==> src/rtl/dragon_pkg.sv <==
// Shared widths, direction codes and the {pos, dir} history entry type
// for the dragon body history buffer.
package dragon_pkg;

  localparam int unsigned POS_W = 8;
  localparam int unsigned DIR_W = 2;
  localparam int unsigned LEN_W = 4;

  localparam logic [DIR_W-1:0] DIR_UP    = 2'b00;
  localparam logic [DIR_W-1:0] DIR_RIGHT = 2'b01;
  localparam logic [DIR_W-1:0] DIR_DOWN  = 2'b10;
  localparam logic [DIR_W-1:0] DIR_LEFT  = 2'b11;

  typedef struct packed {
    logic [POS_W-1:0] pos;
    logic [DIR_W-1:0] dir;
  } seg_t;

endpackage

==> src/rtl/dragon_segment_reg.sv <==
// One stage of the body history buffer: loads the previous stage's
// {pos, dir} when the head moves, otherwise holds.
module dragon_segment_reg
  import dragon_pkg::*;
(
  input  logic clk,
  input  logic reset,
  input  logic shift,
  input  seg_t prev,
  output seg_t seg
);

  always_ff @(posedge clk) begin
    if (reset) begin
      seg <= '0;
    end else if (shift) begin
      seg <= prev;
    end
  end

endmodule

==> src/rtl/dragon_body.sv <==
// Trailing body of the dragon: history buffer of past head positions,
// body length bookkeeping (grow/shrink) and head-on-body detection.
module dragon_body
  import dragon_pkg::*;
#(
  parameter int unsigned MAX_SEGMENTS = 8,
  parameter int unsigned INIT_LENGTH  = 2
) (
  input  logic                            clk,
  input  logic                            reset,
  input  logic                            vsync,
  input  logic [POS_W-1:0]                head_pos,
  input  logic [DIR_W-1:0]                head_dir,
  input  logic                            grow,
  input  logic                            shrink,
  output logic [POS_W*MAX_SEGMENTS-1:0]   segment_pos,
  output logic [DIR_W*MAX_SEGMENTS-1:0]   segment_dir,
  output logic [MAX_SEGMENTS-1:0]         segment_active,
  output logic [LEN_W-1:0]                body_length,
  output logic                            self_hit
);

  localparam logic [LEN_W-1:0]        MAX_LEN   = LEN_W'(MAX_SEGMENTS);
  localparam logic [LEN_W-1:0]        INIT_LEN  = LEN_W'(INIT_LENGTH);
  localparam logic [MAX_SEGMENTS-1:0] INIT_MASK =
    MAX_SEGMENTS'((32'd1 << INIT_LENGTH) - 32'd1);

  logic             vsync_q;
  logic [POS_W-1:0] last_pos;
  logic [DIR_W-1:0] last_dir;
  logic [1:0]       grow_pend;
  logic             shrink_pend;

  logic                    tick_c;
  logic                    move_c;
  logic                    match_c;
  logic                    grow_req_c;
  logic                    shrink_req_c;
  logic                    grow_apply_c;
  logic                    shrink_apply_c;
  logic [1:0]              pend_dec_c;
  logic [1:0]              grow_pend_next_c;
  logic                    shrink_pend_next_c;
  logic [LEN_W-1:0]        length_next_c;
  logic [MAX_SEGMENTS-1:0] active_next_c;

  seg_t seg_q [MAX_SEGMENTS];

  assign tick_c = vsync & ~vsync_q;
  assign move_c = tick_c && (head_pos != last_pos);

  // History chain: stage 0 takes the head's previous position, stage i the stage before it.
  for (genvar i = 0; i < int'(MAX_SEGMENTS); i++) begin : g_seg
    seg_t prev_c;
    if (i == 0) begin : g_head
      assign prev_c = '{pos: last_pos, dir: last_dir};
    end else begin : g_link
      assign prev_c = seg_q[i-1];
    end

    dragon_segment_reg u_seg (
      .clk   (clk),
      .reset (reset),
      .shift (move_c),
      .prev  (prev_c),
      .seg   (seg_q[i])
    );

    assign segment_pos[i*POS_W +: POS_W] = seg_q[i].pos;
    assign segment_dir[i*DIR_W +: DIR_W] = seg_q[i].dir;
  end

  // Head against every active segment, pre-shift buffer.
  always_comb begin
    match_c = 1'b0;
    for (int i = 0; i < int'(MAX_SEGMENTS); i++) begin
      if (segment_active[i] && (seg_q[i].pos == head_pos)) begin
        match_c = 1'b1;
      end
    end
  end

  // Length and pending-event control; a grow/shrink collision cancels both requests.
  always_comb begin
    grow_req_c     = grow & ~shrink;
    shrink_req_c   = shrink & ~grow;
    grow_apply_c   = move_c && (grow_pend != 2'd0) && (body_length < MAX_LEN);
    shrink_apply_c = tick_c && shrink_pend && (body_length > LEN_W'(1));

    pend_dec_c       = grow_apply_c ? (grow_pend - 2'd1) : grow_pend;
    grow_pend_next_c = (grow_req_c && (pend_dec_c != 2'd3)) ? (pend_dec_c + 2'd1) : pend_dec_c;

    if (shrink_req_c) begin
      shrink_pend_next_c = 1'b1;
    end else if (tick_c) begin
      shrink_pend_next_c = 1'b0;
    end else begin
      shrink_pend_next_c = shrink_pend;
    end

    length_next_c = body_length;
    active_next_c = segment_active;
    if (grow_apply_c && !shrink_apply_c) begin
      length_next_c = body_length + LEN_W'(1);
      active_next_c = {segment_active[MAX_SEGMENTS-2:0], 1'b1};
    end else if (shrink_apply_c && !grow_apply_c) begin
      length_next_c = body_length - LEN_W'(1);
      active_next_c = segment_active >> 1;
    end
  end

  always_ff @(posedge clk) begin
    if (reset) begin
      vsync_q        <= 1'b0;
      last_pos       <= '0;
      last_dir       <= '0;
      grow_pend      <= 2'd0;
      shrink_pend    <= 1'b0;
      body_length    <= INIT_LEN;
      segment_active <= INIT_MASK;
      self_hit       <= 1'b0;
    end else begin
      vsync_q        <= vsync;
      grow_pend      <= grow_pend_next_c;
      shrink_pend    <= shrink_pend_next_c;
      body_length    <= length_next_c;
      segment_active <= active_next_c;
      if (move_c) begin
        last_pos <= head_pos;
        last_dir <= head_dir;
      end
      // A head sitting still is on its own previous cell, which never counts as a hit.
      if (tick_c) begin
        self_hit <= (head_pos != last_pos) && match_c;
      end
    end
  end

endmodule

==> config.mk <==
export PLATFORM = sky130hd
export DESIGN_NAME = dragon_body
export DESIGN_NICKNAME = d
export VERILOG_FILES = /design/src/rtl/dragon_pkg.sv /design/src/rtl/dragon_segment_reg.sv /design/src/rtl/dragon_body.sv
export SDC_FILE = /design/constraint.sdc
export NUM_CORES = 1
export LEC_CHECK = 0
export CORE_MARGIN = 3
export CORE_UTILIZATION = 35
export DETAILED_ROUTE_END_ITERATION = 10
export PLACE_DENSITY = 0.59
export SETUP_SLACK_MARGIN = 0.3
export SLEW_MARGIN = 20
export SYNTH_ARGS = -nofsm -noshare
export SYNTH_HDL_FRONTEND = slang
export SYNTH_SLANG_ARGS = --single-unit
==> constraint.sdc <==
create_clock -name clk -period 9.4 [get_ports clk]
set_clock_uncertainty 0.2 [all_clocks]
set_input_delay 1.88 -clock clk [delete_from_list [all_inputs] [get_ports clk]]
set_output_delay 1.88 -clock clk [all_outputs]
set_load 0.005 [all_outputs]
==> results.md <==
- Max-cap violations: 0
- Number of global-route vias before repair: about 4000
- Slew Limit Fails: 0
- Hold_buf cts: 0
- Buffers on Ports: about 110
- Chip height: 123 um
- Setup WS pre-CTS: 3.18 ns
- Critical path's largest stage delay: 0.92 ns
- Worst Hold Class: register to register
- Internal: 0.738 mW
- CP Class: input port to register
- Worst hold slack: about 0.26 ns
- Routed len/inst: ~16 um
- Unrepaired setup endpoints after global routing: false
- First-pass GRT wire length: about 22000 um
- Detail Placement HPWL: ~9500 um
- Post-route setup slack: around 3.6 ns
- Design area: 6260 sq um
- FF-to-FF End: body_length[3]$_SDFFE_PP0P_
- Drt first-iter violations: approximately 290
- Gpl congestion: between 0.8 and 0.9
- Inserted Clock Buffers: 9
- Post-synthesis average cell area: 7.85 sq um
- Nets: 713
- CP max-delay cell: clkdlybuf4s50_1
- CTS tree: yes
- Setup violators final: 0
- Layout Cells excl Fill: around 870
- Worst vdd ir: 105 uV
- Final antenna-violating net count: 0
- CP startpoint: head_pos[6]
- Final Hold Vio Count: 0
- Yosys reg bits: between 100 and 150
- Flop pwr share: ~47%
- Sw power: between 0.2 and 0.3 mW
- HP Start: last_dir[1]$_SDFFE_PP0N_
- Syn nets: between 600 and 700
- Clock Tree Root: clkbuf_16
- Hold depth: 2
- R2r startpoint: last_pos[1]$_SDFFE_PP0N_
- Initial core utilization: roughly 36%
- Synth unique cells: 27
- Synthesized cell area: ~4800 sq um
- Total power: 1.02 mW
- Power share of the combinational group: approximately 14%
- CP Data Arrival Time: between 5 and 6 ns
- Core area: around 13000 sq um
- Post-DP Area: between 5000 and 6000 sq um
- Post-Route WL: about 14000 um
- Post-layout util: between 40% and 50%
- Bufs on Longest Clock Path: 2
- Tcrit/Tclk final: between 60% and 70%
- Worst R2R Setup Slack: 5.66 ns
- Die area: about 15000 sq um
- Syn. warnings: 0
- CP cell instances: clkdlybuf4s50_1 > xor2_1 > nor4_2 > nand2_1 > nand2_2 > buf_4 > or3_1 > inv_2 > ha_1 > or4_1 > a21oi_1 > xnor2_1 > nor2_1
- PwrDens: approximately 160 nW/um^2
- Tmin final: 5.80 ns
- Share of layout cells above drive strength 1: 4.02%
- CP endpoint kind: register
- Avg Vias per Cell: around 5
- Maximum fanout along the worst path: 91
- Synth-to-layout area growth: 30.6%
- Relative slew slack: 38.7%
- Synth Instances: roughly 610
- DRT Pass-1 Iters: 5
- Setup Buffers After CTS: 0
- Clock latency on the worst-skew pair: roughly 0.35 ns
- Via Count: around 4300
- CP required: approximately 9.4 ns
- # DRC: 0
- Seq/Total Area, Yosys: about 45%
- Startpoint types: input port
- Antenna violations before repair: 0
- Number of placed cells counting well taps: 855
- Antenna diodes: 0
- Post-CTS Resized: 0
- Ports: between 100 and 150
- WHS Endpoint: last_dir[1]$_SDFFE_PP0N_
- Outcome: finished clean
- Clock Power Share: 38.6%
- Cell row count: 42
- Worst-Margin Slew: slightly above 0.9 ns
- Overall Global Routing Usage: 18.2%
- Leakage: 2.22 nW
- Clock transition at the registers of the reported paths: roughly 0.080 ns
- Global route overflow: 0
- Largest net degree at the start of global routing: about 110
- Die W: ~120 um
- R2R depth: 12
- CTS Sinks: 107
- Sw Share: approximately 28%
- Setup TNS Final: 0 ns
- Fmax: about 170 MHz
- H-tree levels: 3
## cell usage after synthesis, drive strengths merged
master	instances	share of area [%]
nand2	191	15
a21oi	107	11
dfxtp	107	45
xor2	66	12
nor2	27	2.1
clkbuf	26	2.0
buf	17	2.0
nand4	11	1.4
xnor2	11	2.2
nor4	10	1.6
nor3	8	0.84
ha	7	1.8
inv	6	0.47
mux2i	4	0.84
nor2b	3	0.39
a211o	2	0.37
o21ai	2	0.21
or3	2	0.26
nand2b	1	0.13
nor3b	1	0.16
o311ai	1	0.18
or4	1	0.16
## how the worst max path moves through the flow
| stage | end | slack (ns) | cells after the start |
|---|---|---|---|
| 2_1_floorplan | body_length[3]$_SDFFE_PP0P_ | 5.06 | 13 |
| 3_3_place_gp | body_length[3]$_SDFFE_PP0P_ | 3.27 | 13 |
| 3_5_place_dp | body_length[3]$_SDFFE_PP0P_ | 3.18 | 13 |
| 4_1_cts | body_length[3]$_SDFFE_PP0P_ | 3.53 | 13 |
| 5_1_grt | body_length[3]$_SDFFE_PP0P_ | 3.30 | 13 |
| 6_report | body_length[3]$_SDFFE_PP0P_ | 3.60 | 13 |
## layout by cell type (no fill, tap or decap)
| cell | netlist | routed |
|---|---|---|
| nand2_1 | 190 | 190 |
| dfxtp_1 | 107 | 107 |
| a21oi_1 | 107 | 106 |
| clkdlybuf4s50_1 | 0 | 106 |
| xor2_1 | 66 | 66 |
| nor2_1 | 27 | 27 |
| nand4_1 | 11 | 11 |
| xnor2_1 | 10 | 10 |
| clkbuf_16 | 0 | 9 |
| nor3_1 | 8 | 8 |
| nor4_1 | 8 | 8 |
| ha_1 | 7 | 7 |
| inv_1 | 5 | 5 |
| mux2i_1 | 4 | 4 |
| buf_4 | 8 | 4 |
| nor2b_1 | 3 | 3 |
| nor4_2 | 2 | 2 |
| or3_1 | 2 | 2 |
| a211o_1 | 2 | 2 |
| o21ai_0 | 2 | 2 |
| nand2_2 | 1 | 1 |
| inv_2 | 1 | 1 |
| o311ai_0 | 1 | 1 |
| nand2b_1 | 1 | 1 |
| a21oi_4 | 0 | 1 |
| xnor2_2 | 1 | 1 |
| nor3b_1 | 1 | 1 |
| or4_1 | 1 | 1 |
| inv_6 | 0 | 1 |
| bufinv_16 | 0 | 1 |
| clkinv_2 | 0 | 1 |
| clkinvlp_4 | 0 | 1 |
| inv_8 | 0 | 1 |
| clkinv_4 | 0 | 1 |
| clkinv_8 | 0 | 1 |
| buf_2 | 0 | 1 |
| buf_12 | 0 | 1 |
## metal layers
layer / part of all wire [%] / routed length, um / GRT usage, % / vias up
met5: 0 / 0 / 0 / -
met4: 1.1 / 156 / 4.01 / 0
met3: 5.9 / 806 / 5.49 / 11
met2: 47 / 6500 / 28.8 / 115
met1: 46 / 6290 / 24.7 / 2074
li1: - / - / - / 2148
## final cells by class
cell class,count,area [sq um]
fill,1318,7030
multi-input combinational,455,2450
sequential,107,2140
timing repair buffer,112,1120
clock buffer,9,225
tap,176,220
clock inverter,7,87.6
inverter,6,22.5
## power by group through the flow
stage	combinational, mW	sequential [mW]	clock, mW
6_report	0.144	0.482	0.394
5_1_grt	0.160	0.484	0.422
4_1_cts	0.144	0.482	0.403
3_5_place_dp	0.143	0.492	0
3_3_place_gp	0.138	0.492	0
2_1_floorplan	0.104	0.488	0
## kinds of logic (layout without fill, tap and decap cells)
logic type	count (synthesis)	count (layout)	share of synthesized area (%)
AOI/OAI and AO/OA	112	112	11.9
xor gates and xnor gates	77	77	14.2
adders and majority gates	7	7	1.83
buffers and inverters	49	134	4.46
DFF	107	107	44.7
muxes	4	4	0.835
and+or+nand+nor	255	255	22.1
## critical path, delay by kind of cell
kind                     cells  cell delay (ns)
adder cells (fa/ha/maj)      1             0.39
buffers and inverters        3             1.67
XOR/XNOR                     2             0.30
AND/OR/NAND/NOR              6             1.40
AO/OA/AOI/OAI                1             0.19
## state kept, by name, summed over array words and instances (netlist names)
| register | count |
|---|---|
| last_pos | 8 |
| grow_pend | 2 |
| shrink_pend | 1 |
| body_length | 4 |
| vsync_q | 1 |
| self_hit | 1 |
| last_dir | 2 |
| g_seg.u_seg.seg | 80 |
| segment_active | 8 |
Power figures use the tool's default switching activity.
